### src/rtl/result_writer_pkg.sv
// result_writer_pkg: shared types and default widths for the result writer.
//   state_t   : writer FSM state encoding (IDLE/RUN/FLUSH/DONE)
//   RW_DATA_W : result word width, matches the accelerator wr_data
//   RW_ADDR_W : result memory address width
package result_writer_pkg;
   localparam int RW_DATA_W = 21;
   localparam int RW_ADDR_W = 10;
   typedef enum logic [1:0] {IDLE, RUN, FLUSH, DONE} state_t;
endpackage

### src/rtl/result_writer_fifo.sv
// result_fifo: first-word-fall-through FIFO with synchronous clear.
//   clk/rst    : clock, asynchronous active-low reset
//   clr        : synchronous clear of pointers and occupancy
//   push/din   : write din (caller never pushes when full without popping)
//   pop/dout   : dout is the head word; pop consumes it (never when empty)
//   full/empty : occupancy flags
module result_fifo #(
   parameter int DATA_W = 21,
   parameter int DEPTH  = 7
) (
   input  logic              clk,
   input  logic              rst,
   input  logic              clr,
   input  logic              push,
   input  logic              pop,
   input  logic [DATA_W-1:0] din,
   output logic [DATA_W-1:0] dout,
   output logic              full,
   output logic              empty
);
   localparam int AW = DEPTH > 1 ? $clog2(DEPTH) : 1;
   localparam int CW = $clog2(DEPTH + 1);
   logic [DATA_W-1:0] ram [DEPTH];
   logic [AW-1:0] rd_q, rd_d, wr_q, wr_d;
   logic [CW-1:0] cnt_q, cnt_d;
   function automatic logic [AW-1:0] nxt(input logic [AW-1:0] p);
      return (p == AW'(DEPTH - 1)) ? '0 : p + 1'b1;
   endfunction
   always_comb begin
      rd_d  = clr ? '0 : pop ? nxt(rd_q) : rd_q;
      wr_d  = clr ? '0 : push ? nxt(wr_q) : wr_q;
      cnt_d = clr ? '0 : cnt_q + CW'(push) - CW'(pop);
   end
   always_ff @(posedge clk or negedge rst)
      if (!rst) begin
         rd_q  <= '0;
         wr_q  <= '0;
         cnt_q <= '0;
      end else begin
         rd_q  <= rd_d;
         wr_q  <= wr_d;
         cnt_q <= cnt_d;
      end
   always_ff @(posedge clk)
      if (push && !clr) ram[wr_q] <= din;
   assign dout  = ram[rd_q];
   assign full  = cnt_q == CW'(DEPTH);
   assign empty = cnt_q == '0;
endmodule

### src/rtl/result_writer.sv
// result_writer: buffers accelerator result words and drains them to a stallable result memory.
//   clk/rst                   : clock, asynchronous active-low reset
//   start                     : one-cycle pulse, begins (or restarts) a run
//   wr_req/wr_data            : accelerator result strobe and word (no back-pressure)
//   acc_done                  : accelerator done level
//   mem_we/mem_addr/mem_wdata : memory write request, held until mem_ready
//   mem_ready                 : memory accepts the write this cycle
//   words_written             : words committed this run
//   overflow                  : sticky, a word was dropped on a full buffer
//   done                      : run complete, all captured words committed
//   checksum                  : sum of committed words (only with RESULT_WRITER_CHECKSUM_EN)
module result_writer
   import result_writer_pkg::*;
#(
   parameter int                DATA_W    = RW_DATA_W,
   parameter int                DEPTH     = 8,
   parameter int                ADDR_W    = RW_ADDR_W,
   parameter logic [ADDR_W-1:0] BASE_ADDR = '0
) (
   input  logic              clk,
   input  logic              rst,
   input  logic              start,
   input  logic              wr_req,
   input  logic [DATA_W-1:0] wr_data,
   input  logic              acc_done,
   output logic              mem_we,
   output logic [ADDR_W-1:0] mem_addr,
   output logic [DATA_W-1:0] mem_wdata,
   input  logic              mem_ready,
   output logic [ADDR_W:0]   words_written,
   output logic              overflow,
   output logic              done
`ifdef RESULT_WRITER_CHECKSUM_EN
   ,
   output logic [DATA_W-1:0] checksum
`endif
);
   state_t            st_q, st_d;
   logic              mem_we_q, mem_we_d, ovf_q, ovf_d, done_q, done_d;
   logic [ADDR_W-1:0] mem_addr_q, mem_addr_d;
   logic [DATA_W-1:0] mem_wdata_q, mem_wdata_d, head;
   logic [ADDR_W:0]   words_q, words_d;
   logic              cap, acc, pop, push, drop, full, empty;
   // The drain register is the oldest buffered entry, so the FIFO behind it
   // holds DEPTH-1 words and the pair together holds exactly DEPTH.
   result_fifo #(.DATA_W(DATA_W), .DEPTH(DEPTH - 1)) u_fifo (
      .clk(clk), .rst(rst), .clr(start), .push(push), .pop(pop),
      .din(wr_data), .dout(head), .full(full), .empty(empty)
   );
   always_comb begin
      cap  = (st_q == RUN || st_q == FLUSH) && wr_req && !start;
      acc  = mem_we_q && mem_ready;
      pop  = !empty && (!mem_we_q || mem_ready) && !start;
      // A full buffer frees a slot when the drain register refills the same cycle.
      push = cap && (!full || pop);
      drop = cap && full && !pop;
      mem_we_d    = start ? 1'b0 : pop ? 1'b1 : acc ? 1'b0 : mem_we_q;
      mem_wdata_d = pop ? head : mem_wdata_q;
      mem_addr_d  = start ? BASE_ADDR : acc ? mem_addr_q + 1'b1 : mem_addr_q;
      words_d     = start ? '0 : acc ? words_q + 1'b1 : words_q;
      ovf_d       = start ? 1'b0 : ovf_q | drop;
      st_d        = start ? RUN :
                    (st_q == RUN && acc_done) ? FLUSH :
                    (st_q == FLUSH && empty && !mem_we_q && !push) ? DONE : st_q;
      done_d      = st_d == DONE;
   end
   always_ff @(posedge clk or negedge rst)
      if (!rst) begin
         st_q        <= IDLE;
         mem_we_q    <= 1'b0;
         mem_addr_q  <= BASE_ADDR;
         mem_wdata_q <= '0;
         words_q     <= '0;
         ovf_q       <= 1'b0;
         done_q      <= 1'b0;
      end else begin
         st_q        <= st_d;
         mem_we_q    <= mem_we_d;
         mem_addr_q  <= mem_addr_d;
         mem_wdata_q <= mem_wdata_d;
         words_q     <= words_d;
         ovf_q       <= ovf_d;
         done_q      <= done_d;
      end
   assign mem_we        = mem_we_q;
   assign mem_addr      = mem_addr_q;
   assign mem_wdata     = mem_wdata_q;
   assign words_written = words_q;
   assign overflow      = ovf_q;
   assign done          = done_q;
`ifdef RESULT_WRITER_CHECKSUM_EN
   logic [DATA_W-1:0] chk_q, chk_d;
   always_comb chk_d = start ? '0 : acc ? chk_q + mem_wdata_q : chk_q;
   always_ff @(posedge clk or negedge rst)
      if (!rst) chk_q <= '0;
      else chk_q <= chk_d;
   assign checksum = chk_q;
`endif
endmodule

### config.mk
export PLATFORM = sky130hd
export DESIGN_NAME = result_writer
export DESIGN_NICKNAME = d
export VERILOG_FILES = /design/src/rtl/result_writer_pkg.sv /design/src/rtl/result_writer_fifo.sv /design/src/rtl/result_writer.sv
export SDC_FILE = /design/constraint.sdc
export NUM_CORES = 1
export LEC_CHECK = 0
export ABC_CLOCK_PERIOD_IN_PS = 3400
export CAP_MARGIN = 20
export CORE_MARGIN = 4
export CORE_UTILIZATION = 52
export DETAILED_ROUTE_END_ITERATION = 10
export GPL_ROUTABILITY_DRIVEN = 0
export PLACE_DENSITY = 0.82
export SLEW_MARGIN = 20
export SYNTH_ARGS = -nofsm -noshare
export SYNTH_HDL_FRONTEND = slang
export SYNTH_SLANG_ARGS = --single-unit
export TNS_END_PERCENT = 1
### constraint.sdc
create_clock -name clk -period 3.4 [get_ports clk]
set_input_delay 0.34 -clock clk [delete_from_list [all_inputs] [get_ports clk]]
set_output_delay 0.34 -clock clk [all_outputs]
set_load 0.03 [all_outputs]
==> metrics list, run 1 <==
- Max FO, Critical Path: 12
- Synthesis Warnings: 0
- Clock-pin slew was measured on the worst setup and hold paths at 60 ps.
* Data arrival time of the critical path: 2850 ps
- 0 antenna diodes ended up in the layout.
- Total clock buffers created by CTS: 21
- In this run the power density over the cells is 734 nW/µm².
- Timing would allow up to 404 MHz.
- A synthesized cell averages 16.3 µm².
- Post-DR wirelength/cell: 20.1 µm
- Setup violations remaining at the end of the flow were counted as 0.
- Number of stages on the worst hold path: 2
- Min-Delay Startpoint: acc_done
* Share of flip-flops with an asynchronous set or reset after synthesis: 0.276
* Class of the tightest hold or removal check: in2reg
- Of the synthesized area, sequential elements account for 0.709.
* Detailed-route wire length: 16,400 µm
- Area of the multi-input gates: 2210 µm²
- Of the cells placed in the final design, the portion with a size suffix greater than 1 is 0.179.
- Count of mapped cells out of synthesis: 503
* Crit share post-route: 0.728
- CTS H-tree depth: 1
- At the placement stage, the worst setup path has a slack of 580 ps.
- The critical path is of the reg2reg type.
* Count of filler cells inserted in the layout: 1,039
* Crit path time final: 2470 ps
- For this run, design rule violations remaining after detail routing come to 0.
- Fin worst setup slack: 925 ps
- Count of antenna-violating nets left after detailed routing: 0
* Initial antenna violation count: 0
- Starting density of the core: 0.535
- In the final design database the tool counted 623 nets.
- Main synth FF type: sky130_fd_sc_hd__edfxtp_1
- In this run the vertical extent of the chip is 134 µm.
* Utilization after layout: 0.648
* RSZ-0062 raised after global routing: no
* EDFF count, synth: 147
- After floorplanning, the core was divided into 45 placement rows.
- Num Clock Sinks: 203
* Total routing resource utilization after global routing: 0.186
* Worst endpoint required time: 3780 ps
- Sequential cell area: 5820 µm²
* Clk_lat worst skew: 490 ps
* Post-detailed-placement half-perimeter wirelength: 10,300 µm
- For the final database, setup skew stands at 6.39 ps.
* Overall die area: 17,800 µm²
* Total of flip-flops plus latches after synthesis: 203
- First-pass GRT wire length: 26,500 µm
- Synthesized cell area: 8200 µm²
* Die X-Extent: 134 µm
- Grt ovf: 0
- For this design the top-level I/O count stands at 72.
- R2R setup slack: 930 ps
- Most common cell after layout, fill and taps aside: sky130_fd_sc_hd__edfxtp_1
* Clock root buffer: sky130_fd_sc_hd__clkbuf_16
* Area Overhead vs Synth: 21.0%
* Buffers inserted during post-CTS setup optimization: 0
- Sum of internal, switching and leakage power: 7.29 mW
- Post-DR vias/cell: 5.72
- The longest clock path from root to sink contains 3 buffers.
- The worst register-to-register path begins at u_fifo.rd_q[1].
- After the flow finishes, the layout carries non-filler instances totaling 815.
* Routed via count: 4,659
- Std-Cell Core Area: 15,300 µm²
* Syn nets: 537
- The pre-antenna-repair detailed-routing pass consisted of 7 iterations.
- Final hold viol count: 0
* DR iter-0 viols: 388
- STA classifies the critical path endpoint as a flip-flop.
- Relative max-transition margin: 0.316
- In this run the static leakage power is 3.48 nW.
- IR analysis of the VDD net gives a maximum drop of 0.000479 V.
- Cell count of the worst reg-to-reg path: 4
- In this run the critical register-to-register path is captured at mem_wdata[0].
- Resized Gates After CTS: 0
- Number of slew-limit violations in the final report: 0
- TritonCTS clock tree: yes
* Worst hold path endpoint: done
* MaxCap Viol Count: 0
- Count of buffers inserted at the top-level ports: 71
- In the final timing run, aggregate negative setup slack is 0 ps.
- Yosys cell types: 47
- Number of global-route vias before repair: 4,935
- Commonest cells after routing, fill and taps aside: sky130_fd_sc_hd__edfxtp_1, sky130_fd_sc_hd__clkdlybuf4s50_1, sky130_fd_sc_hd__mux2i_1, sky130_fd_sc_hd__dfrtp_1, sky130_fd_sc_hd__mux2_2
* Pin count of the biggest net entering global routing: 37
* Total instance count after detailed placement: 776
- Quantity of hold-fixing buffers added after cts: 1
* Transition time at the pin with the least slew margin: 1020 ps
- The flow ran to the end, and the final reports show no timing, DRC or antenna violations.
* Startpoint type of the worst setup path: flip-flop
## how the worst max path moves through the flow
| stage | startpoint | end | depth (start not counted) |
|---|---|---|---|
| floorplan | mem_we | u_fifo.ram[4][0] | 4 |
| global placement | start | u_fifo.ram[5][17] | 5 |
| detailed placement | start | u_fifo.ram[5][16] | 5 |
| CTS | st_q[0] | u_fifo.ram[5][10] | 6 |
| global route | st_q[0] | u_fifo.ram[5][10] | 6 |
| finish | u_fifo.rd_q[1] | mem_wdata[0] | 4 |
## area by class of cell
type | count | area share
Sequential cell | 203 | 0.586
Multi-Input combinational cell | 261 | 0.223
Timing Repair Buffer | 91 | 0.0903
Clock buffer | 28 | 0.0596
Tap cell | 211 | 0.0266
Clock inverter | 10 | 0.0103
Inverter | 11 | 0.00416
## state kept, by name, indices dropped and copies added, names as in the netlist, 2 cells and up
register and flops:
mem_addr 10, mem_wdata 21, u_fifo.cnt_q 3, st_q 2, words_written 11, u_fifo.rd_q 3, u_fifo.ram 147, u_fifo.wr_q 3
## report_power, final
part	switching (mW)	internal (mW)	total [mW]
Clock	0.905	1.37	2.28
Sequential	0.148	2.87	3.01
Combinational	1.07	0.926	1.99
Total	2.12	5.16	7.29
## through the flow
stage	hold WS, ps	instance area [µm²]
finish	466	9920
global route	479	9920
CTS	448	9920
detailed placement	481	9220
global placement	474	9220
floorplan	44.4	8200
## per-layer routing
metal	GRT usage	routed length (µm)	vias up	share of wire
li1	-	-	2108	-
met1	0.241	6680	2366	0.41
met2	0.323	8350	150	0.51
met3	0.0336	1000	35	0.061
met4	0.0566	383	0	0.023
met5	0	0	-	0
## Yosys cell counts, drive strengths merged, types with 3 or more instances
cell | number | area (µm²)
edfxtp | 147 | 4410
mux2i | 64 | 641
dfrtp | 56 | 1400
mux2 | 42 | 473
nor2 | 30 | 113
a222oi | 21 | 210
buf | 17 | 108
nand2 | 17 | 66.3
xor2 | 14 | 123
clkbuf | 11 | 41.3
inv | 11 | 41.3
a21oi | 9 | 45.0
ha | 6 | 75.1
nand3 | 6 | 30.0
xnor2 | 6 | 52.6
nand4 | 5 | 31.3
nor3 | 5 | 35.0
nor2b | 4 | 32.5
o21ai | 4 | 20.0
and4 | 3 | 26.3
## logic make-up (layout without fill, tap and decap cells)
group,Yosys count,after routing,share of synthesized area
mux,106,106,0.136
compound gates,43,43,0.0449
fa+ha+maj,7,7,0.0116
simple gates,85,85,0.0540
flops,203,203,0.709
buf+inv,39,140,0.0232
xor+xnor,20,20,0.0214
## critical path, stage by stage (launching register included)
cell	delay (ps)
sky130_fd_sc_hd__dfrtp_1	640
sky130_fd_sc_hd__nor2_1	910
sky130_fd_sc_hd__buf_4	360
sky130_fd_sc_hd__a222oi_1	130
sky130_fd_sc_hd__mux2_2	310
No activity file was read; power rests on OpenSTA's default activity.
==> run 2, diff against run 1 <==
Settings changed: ABC_CLOCK_PERIOD_IN_PS 3400 to 2000.
Clock period 3.4 ns to 2 ns, I/O delays scaled along.
==> metrics list, run 2 (synthesis results as in run 1) <==
- The flow ran to the end, but the final reports show violations.
- The final reports fail on negative setup slack.
* Pin count of the biggest net entering global routing: 57 (+54%)
* Residual DRC count: 0 (unchanged)
* Final antenna diode count: 0 (unchanged)
- STA classifies the critical path endpoint as a flip-flop.
- Largest register by flop count: u_fifo.ram
* Max FO, Critical Path: 2 (-10)
* Routed via count: 4,737 (+1.7%)
- The setup slack after layout came to -77.6 ps (-1000 ps).
- The worst hold-check slack came to 240 ps (-227 ps).
* Number of slew-limit violations in the final report: 0 (unchanged)
* Area Overhead vs Synth: 24.2%
- Commonest cells after routing, fill and taps aside: sky130_fd_sc_hd__edfxtp_1, sky130_fd_sc_hd__clkdlybuf4s50_1, sky130_fd_sc_hd__mux2i_1, sky130_fd_sc_hd__dfrtp_1, sky130_fd_sc_hd__mux2_2
* Post-DR wirelength/cell: 19.8 µm (-1.5%)
- The number of endpoints with negative hold slack in the final report is 0 (unchanged).
* Layout Nets: 650 (+4.3%)
- The post-route cell area is 10,200 µm² (+2.6%).
- The die area is 17,800 µm² (unchanged).
- Post-Route Skew: 6.67 ps (+0.284 ps)
- Relative max-transition margin: 0.716 (+0.399)
- The area inside the core boundary came to 15,300 µm² (unchanged).
- Final setup viols: 46 (+46)
- Worst Setup Path Type: reg2reg
- The half-perimeter wire length after detailed placement was 10,700 µm (+3.3%).
* First drt pass iteration count: 6 (-1)
* Total routing resource utilization after global routing: 0.183 (-0.00302)
- MaxCap Viol Count: 0 (unchanged)
* Total negative setup slack: -1030 ps (-1030 ps)
- Count of buffers inserted at the top-level ports: 71 (unchanged)
- Grt ovf: 0 (unchanged)
- The final core utilization came to 0.665 (+0.0169).
- Num Clock Sinks: 203 (unchanged)
* Leakage power: 3.61 nW (+3.7%)
- The clock input transition at the sequential cells of the worst setup and hold paths is 60 ps (about the same).
* Initial antenna violation count: 0 (unchanged)
* Sum of internal, switching and leakage power: 12.2 mW (+68%)
- Die X-Extent: 134 µm (unchanged)
- The minimum setup slack after placement was -403 ps (-983 ps).
* Crit path time final: 2080 ps (-397 ps)
* First-pass GRT wire length: 25,900 µm (-2.0%)
- The part of the cycle the worst path needs is 1.04 (+0.311).
- The required time reported for the critical path endpoint was 2360 ps (-1420 ps).
* Data arrival time of the critical path: 2440 ps (-410 ps)
- Total instance count after detailed placement: 802 (+3.4%)
* Placement Rows: 45 (unchanged)
* RSZ-0062 raised after global routing: yes
* Total clock buffers created by CTS: 21 (unchanged)
- DR iter-0 viols: 376 (-3.1%)
- The post-detailed-routing wire length was 16,700 µm (+1.8%).
* CTS H-tree depth: 1 (unchanged)
- The remaining antenna violation count after routing is 0 (unchanged).
- Die extent in y: 134 µm (unchanged)
- The maximum ir drop on the vdd rail is 0.000745 V (+55%).
* Flip-flop count of the largest register after layout: 147 (unchanged)
- Clock root buffer: sky130_fd_sc_hd__clkbuf_16
- Post-route non-filler standard cell count: 842 (+3.3%)
* Clk_lat worst skew: 490 ps (about the same)
- The top-level I/O count is 72 (unchanged).
- The per-cell via count in the routed design is 5.63 (-1.6%).
* Startpoint type of the worst setup path: flip-flop
- The buffer depth of the longest clock path came to 3 (unchanged).
- Power Density: 1200 nW/µm² (+64%)
* Class of the tightest hold or removal check: in2async
- The via count of the first global-routing pass came to 4,960 (+0.51%).
* Dpl cell area: 9490 µm² (+3.0%)
* Starting density of the core: 0.535 (unchanged)
- TritonCTS clock tree: yes
* Fmax: 481 MHz (+19%)
- Ratio of cells with drive above 1 in the final layout: 0.225 (+0.0462)
- Transition time at the pin with the least slew margin: 426 ps (-595 ps)
- The library cell used most frequently in the layout, excluding fill and tap cells, is sky130_fd_sc_hd__edfxtp_1.
[run 2: cell types whose count changed in the layout (fill, tap and decap cells not counted), moves of 3 or more]
cell                       delta
sky130_fd_sc_hd__buf_12       +3
sky130_fd_sc_hd__buf_4       +18
sky130_fd_sc_hd__buf_6        +6
sky130_fd_sc_hd__clkbuf_1     +4
sky130_fd_sc_hd__clkbuf_8     -3
sky130_fd_sc_hd__clkinv_1     -3
sky130_fd_sc_hd__clkinv_2     +5
sky130_fd_sc_hd__ha_1         -3
sky130_fd_sc_hd__nor2_2       -4
sky130_fd_sc_hd__nor2_4       +4
[run 2: cell type report]
class,instances,area (µm²)
inverter,11,41.3
fill,1039,5130
multi-input combinational,261,2290
clock buffer,29,566
timing repair buffer,118,1160
tap,211,264
sequential,203,5820
clock inverter,9,48.8
[run 2: power by group]
group	internal [mW]	switching, mW
clock network	1.98	1.49
logic	1.76	1.89
registers	4.87	0.225
total	8.62	3.61
[run 2: timing repair]
action / in CTS / in global routing
setup endpoints to repair: 102 / 149
hold buffers: 1 / 0
resized for setup: 7 / 7
hold endpoints to repair: 56 / 0
pin swaps: 3 / 3
setup buffers: 1 / 0
[run 2: worst max-delay path: stages (launching register included)]
cell	delay [ps]
sky130_fd_sc_hd__dfrtp_2	400
sky130_fd_sc_hd__nor2b_4	130
sky130_fd_sc_hd__or3_1	360
sky130_fd_sc_hd__inv_2	90
sky130_fd_sc_hd__ha_4	200
sky130_fd_sc_hd__inv_2	40
sky130_fd_sc_hd__ha_2	160
sky130_fd_sc_hd__inv_2	40
sky130_fd_sc_hd__fa_2	500
sky130_fd_sc_hd__nor2_1	40
[run 2: worst paths after layout]
kind | slack (ps) | startpoint | depth (start not counted) | endpoint
max in group asynchronous | 1470 | rst | 3 | mem_we
min reg2reg | 500 | mem_wdata[4] | 1 | mem_wdata[4]
min in group clk | 370 | acc_done | 2 | done
max | -80 | mem_we | 9 | u_fifo.cnt_q[1]
max reg2reg | -80 | mem_we | 9 | u_fifo.cnt_q[1]
min | 240 | rst | 3 | words_written[10]
[run 2: per-layer routing]
layer | wire, µm | vias to the layer above | GRT usage
li1 | - | 2153 | -
met1 | 6760 | 2366 | 0.236
met2 | 8500 | 189 | 0.318
met3 | 1110 | 29 | 0.0325
met4 | 332 | 0 | 0.0583
met5 | 0 | - | 0
==> run 3, diff against run 2 <==
Settings changed: GPL_TIMING_DRIVEN set to 0, SLEW_MARGIN 20 to not set.
==> metrics list, run 3 (synthesis results as in run 1) <==
* Post-route non-filler standard cell count: 863 (+2.5%)
- Setup repair after global routing could not meet its margin everywhere.
* Ratio of cells with drive above 1 in the final layout: 0.233 (+0.00809)
* Clock transition at the registers of the reported paths: 60 ps (about the same)
* Die extent in y: 134 µm (unchanged)
- Post-Route Skew: 7.57 ps (+0.893 ps)
- Starting density of the core: 0.535 (unchanged)
- CTS H-tree depth: 1 (unchanged)
- Crit. End Element: flip-flop
- Number of primary I/O pins: 72 (unchanged)
- The number of clock sinks was 203 (unchanged).
- The number of I/O port buffers was 71 (unchanged).
* Post-placement setup slack: -979 ps (-576 ps)
- The number of detailed-route iterations in the first pass came to 8 (+2).
- The area inside the core boundary came to 15,300 µm² (unchanged).
- The sequential standard cell area is 5820 µm² (about the same).
- Flip-flop count of the largest register after layout: 147 (unchanged)
- Leaving out fill and tap cells, the most frequent cell in the layout is sky130_fd_sc_hd__edfxtp_1.
- The number of buffers created by CTS was 21 (unchanged).
- The DRC marker count from the first detailed-route iteration came to 397 (+5.6%).
- MaxCap Viol Count: 0 (unchanged)
* Final setup viols: 48 (+4.3%)
- The clock latency of the later-clocked register in the worst-skew pair was 500 ps (about the same).
* First-pass GRT wire length: 27,500 µm (+5.9%)
- The die area is 17,800 µm² (unchanged).
* Data arrival time of the critical path: 2490 ps (+50 ps)
- The maximum ir drop on the vdd rail was 0.000927 V (+25%).
* Crit share post-route: 1.07 (+0.0297)
- In this run the worst setup path begins at mem_we.
- Relative max-transition margin: 0.567 (-0.148)
- The slew at the pin closest to its max-slew limit came to 649 ps (+223 ps).
* Residual DRC count: 0 (unchanged)
* Post-DR wirelength/cell: 20.7 µm (+4.1%)
- Worst Setup Path Type: reg2reg
* Final hold viol count: 0 (unchanged)
- The total power after layout was 12.6 mW (+3.1%).
- Routed via count: 4,844 (+2.3%)
- The number of rows in the core area came to 45 (unchanged).
* Fin worst setup slack: -137 ps (-59.4 ps)
- Total routing resource utilization after global routing: 0.198 (+0.0148)
- Clock root buffer: sky130_fd_sc_hd__clkbuf_16
- Total instance count after detailed placement: 791 (-1.4%)
- The total inserted antenna cells came to 0 (unchanged).
* Fmax: 468 MHz (-2.8%)
* Maximum count of clock buffers along a single path: 3 (unchanged)
- Pin count of the biggest net entering global routing: 39 (-32%)
- The leakage power total was 3.69 nW (+2.3%).
- The number of antenna violations at the first check in global routing is 0 (unchanged).
- Run status: finished with violations
- Layout Nets: 671 (+3.2%)
* Failing checks: negative setup slack
- The half-perimeter wire length after detailed placement was 11,000 µm (+3.0%).
* Count of filler cells inserted in the layout: 1,010 (-2.8%)
* Area of the multi-input gates: 2340 µm² (+2.2%)
- Worst endpoint required time: 2360 ps (about the same)
* Max FO, Critical Path: 2 (unchanged)
- Area Overhead vs Synth: 27.3%
* TritonCTS clock tree: yes
- The worst register-to-register path ends at u_fifo.cnt_q[1].
* Number of global-route vias before repair: 4,932 (-0.56%)
* Utilization after layout: 0.682 (+0.0166)
* Grt ovf: 0 (unchanged)
* Commonest cells after routing, fill and taps aside: sky130_fd_sc_hd__edfxtp_1, sky130_fd_sc_hd__clkdlybuf4s50_1, sky130_fd_sc_hd__mux2i_1, sky130_fd_sc_hd__dfrtp_1, sky130_fd_sc_hd__mux2_2
- The final critical delay including setup and external delays was 2140 ps (+59.4 ps).
* Worst Hold Margin: 222 ps (-18.0 ps)
* Detailed-route wire length: 17,800 µm (+6.7%)
- Cell count of the worst reg-to-reg path: 9 (unchanged)
- Post-DR vias/cell: 5.61 (-0.23%)
- The worst register-to-register path begins at mem_we.
* Startpoint type of the worst setup path: flip-flop
- The min-delay analysis places its worst path in the category in2async.
- The die width was 134 µm (unchanged).
- R2R setup slack: -140 ps (-60 ps)
* Count of antenna-violating nets left after detailed routing: 0 (unchanged)
- Ranked by flip-flop count, first place goes to u_fifo.ram.
* Power Density: 1210 nW/µm² (+0.63%)
- Number of slew-limit violations in the final report: 0 (unchanged)
## run 3: how the worst max path moves through the flow
stage	cells after the start	end
2_1_floorplan	10	u_fifo.cnt_q[1]
3_3_place_gp	1	mem_we
3_5_place_dp	6	u_fifo.ram[2][9]
4_1_cts	10	u_fifo.cnt_q[1]
5_1_grt	9	u_fifo.cnt_q[1]
6_report	9	u_fifo.cnt_q[1]
## run 3: critical path, cell delays in order (launching register included)
cell and delay (ps):
sky130_fd_sc_hd__dfrtp_2 400, sky130_fd_sc_hd__nor2b_4 130, sky130_fd_sc_hd__or3_4 410, sky130_fd_sc_hd__inv_4 80, sky130_fd_sc_hd__ha_4 200, sky130_fd_sc_hd__inv_4 50
sky130_fd_sc_hd__ha_4 120, sky130_fd_sc_hd__inv_2 30, sky130_fd_sc_hd__fa_2 530, sky130_fd_sc_hd__nor2_2 40
## run 3: stage by stage
stage          cell area, µm²  TNS (ps)
5_1_grt                 10400     -4830
3_5_place_dp             9380   -125390
2_1_floorplan            8260    -38680
6_report                10400     -1970
3_3_place_gp             9240   -220440
4_1_cts                 10300     -5050
## run 3: layout make-up
class	instances	area share
clock inverters	8	0.00611
inverters	11	0.00444
flip-flops and latches	203	0.558
repair buffers	110	0.114
clock buffers	30	0.0536
multi-input cells	263	0.224
well taps	211	0.0253
plain buffers	27	0.0147
## run 3: power by group
| part | total, mW | internal [mW] | switching, mW |
|---|---|---|---|
| clock network | 3.56 | 2.07 | 1.49 |
| registers | 5.05 | 4.87 | 0.179 |
| logic | 4.00 | 1.90 | 2.10 |
## run 3: per-layer routing
metal / vias to the layer above / wire [µm] / share of wire / GRT usage
li1: 2196 / - / - / -
met1: 2451 / 7020 / 0.39 / 0.251
met2: 175 / 9370 / 0.53 / 0.353
met3: 22 / 1130 / 0.064 / 0.0363
met4: 0 / 304 / 0.017 / 0.0520
met5: - / 0 / 0 / 0
## run 3: what timing repair did
action	in CTS	in global routing
resized for setup	20	16
buffers inserted	22	10
gates cloned	2	0
hold buffers	1	0
endpoints found under the hold margin	18	0
pin swaps	13	6
endpoints found under the setup margin	153	152
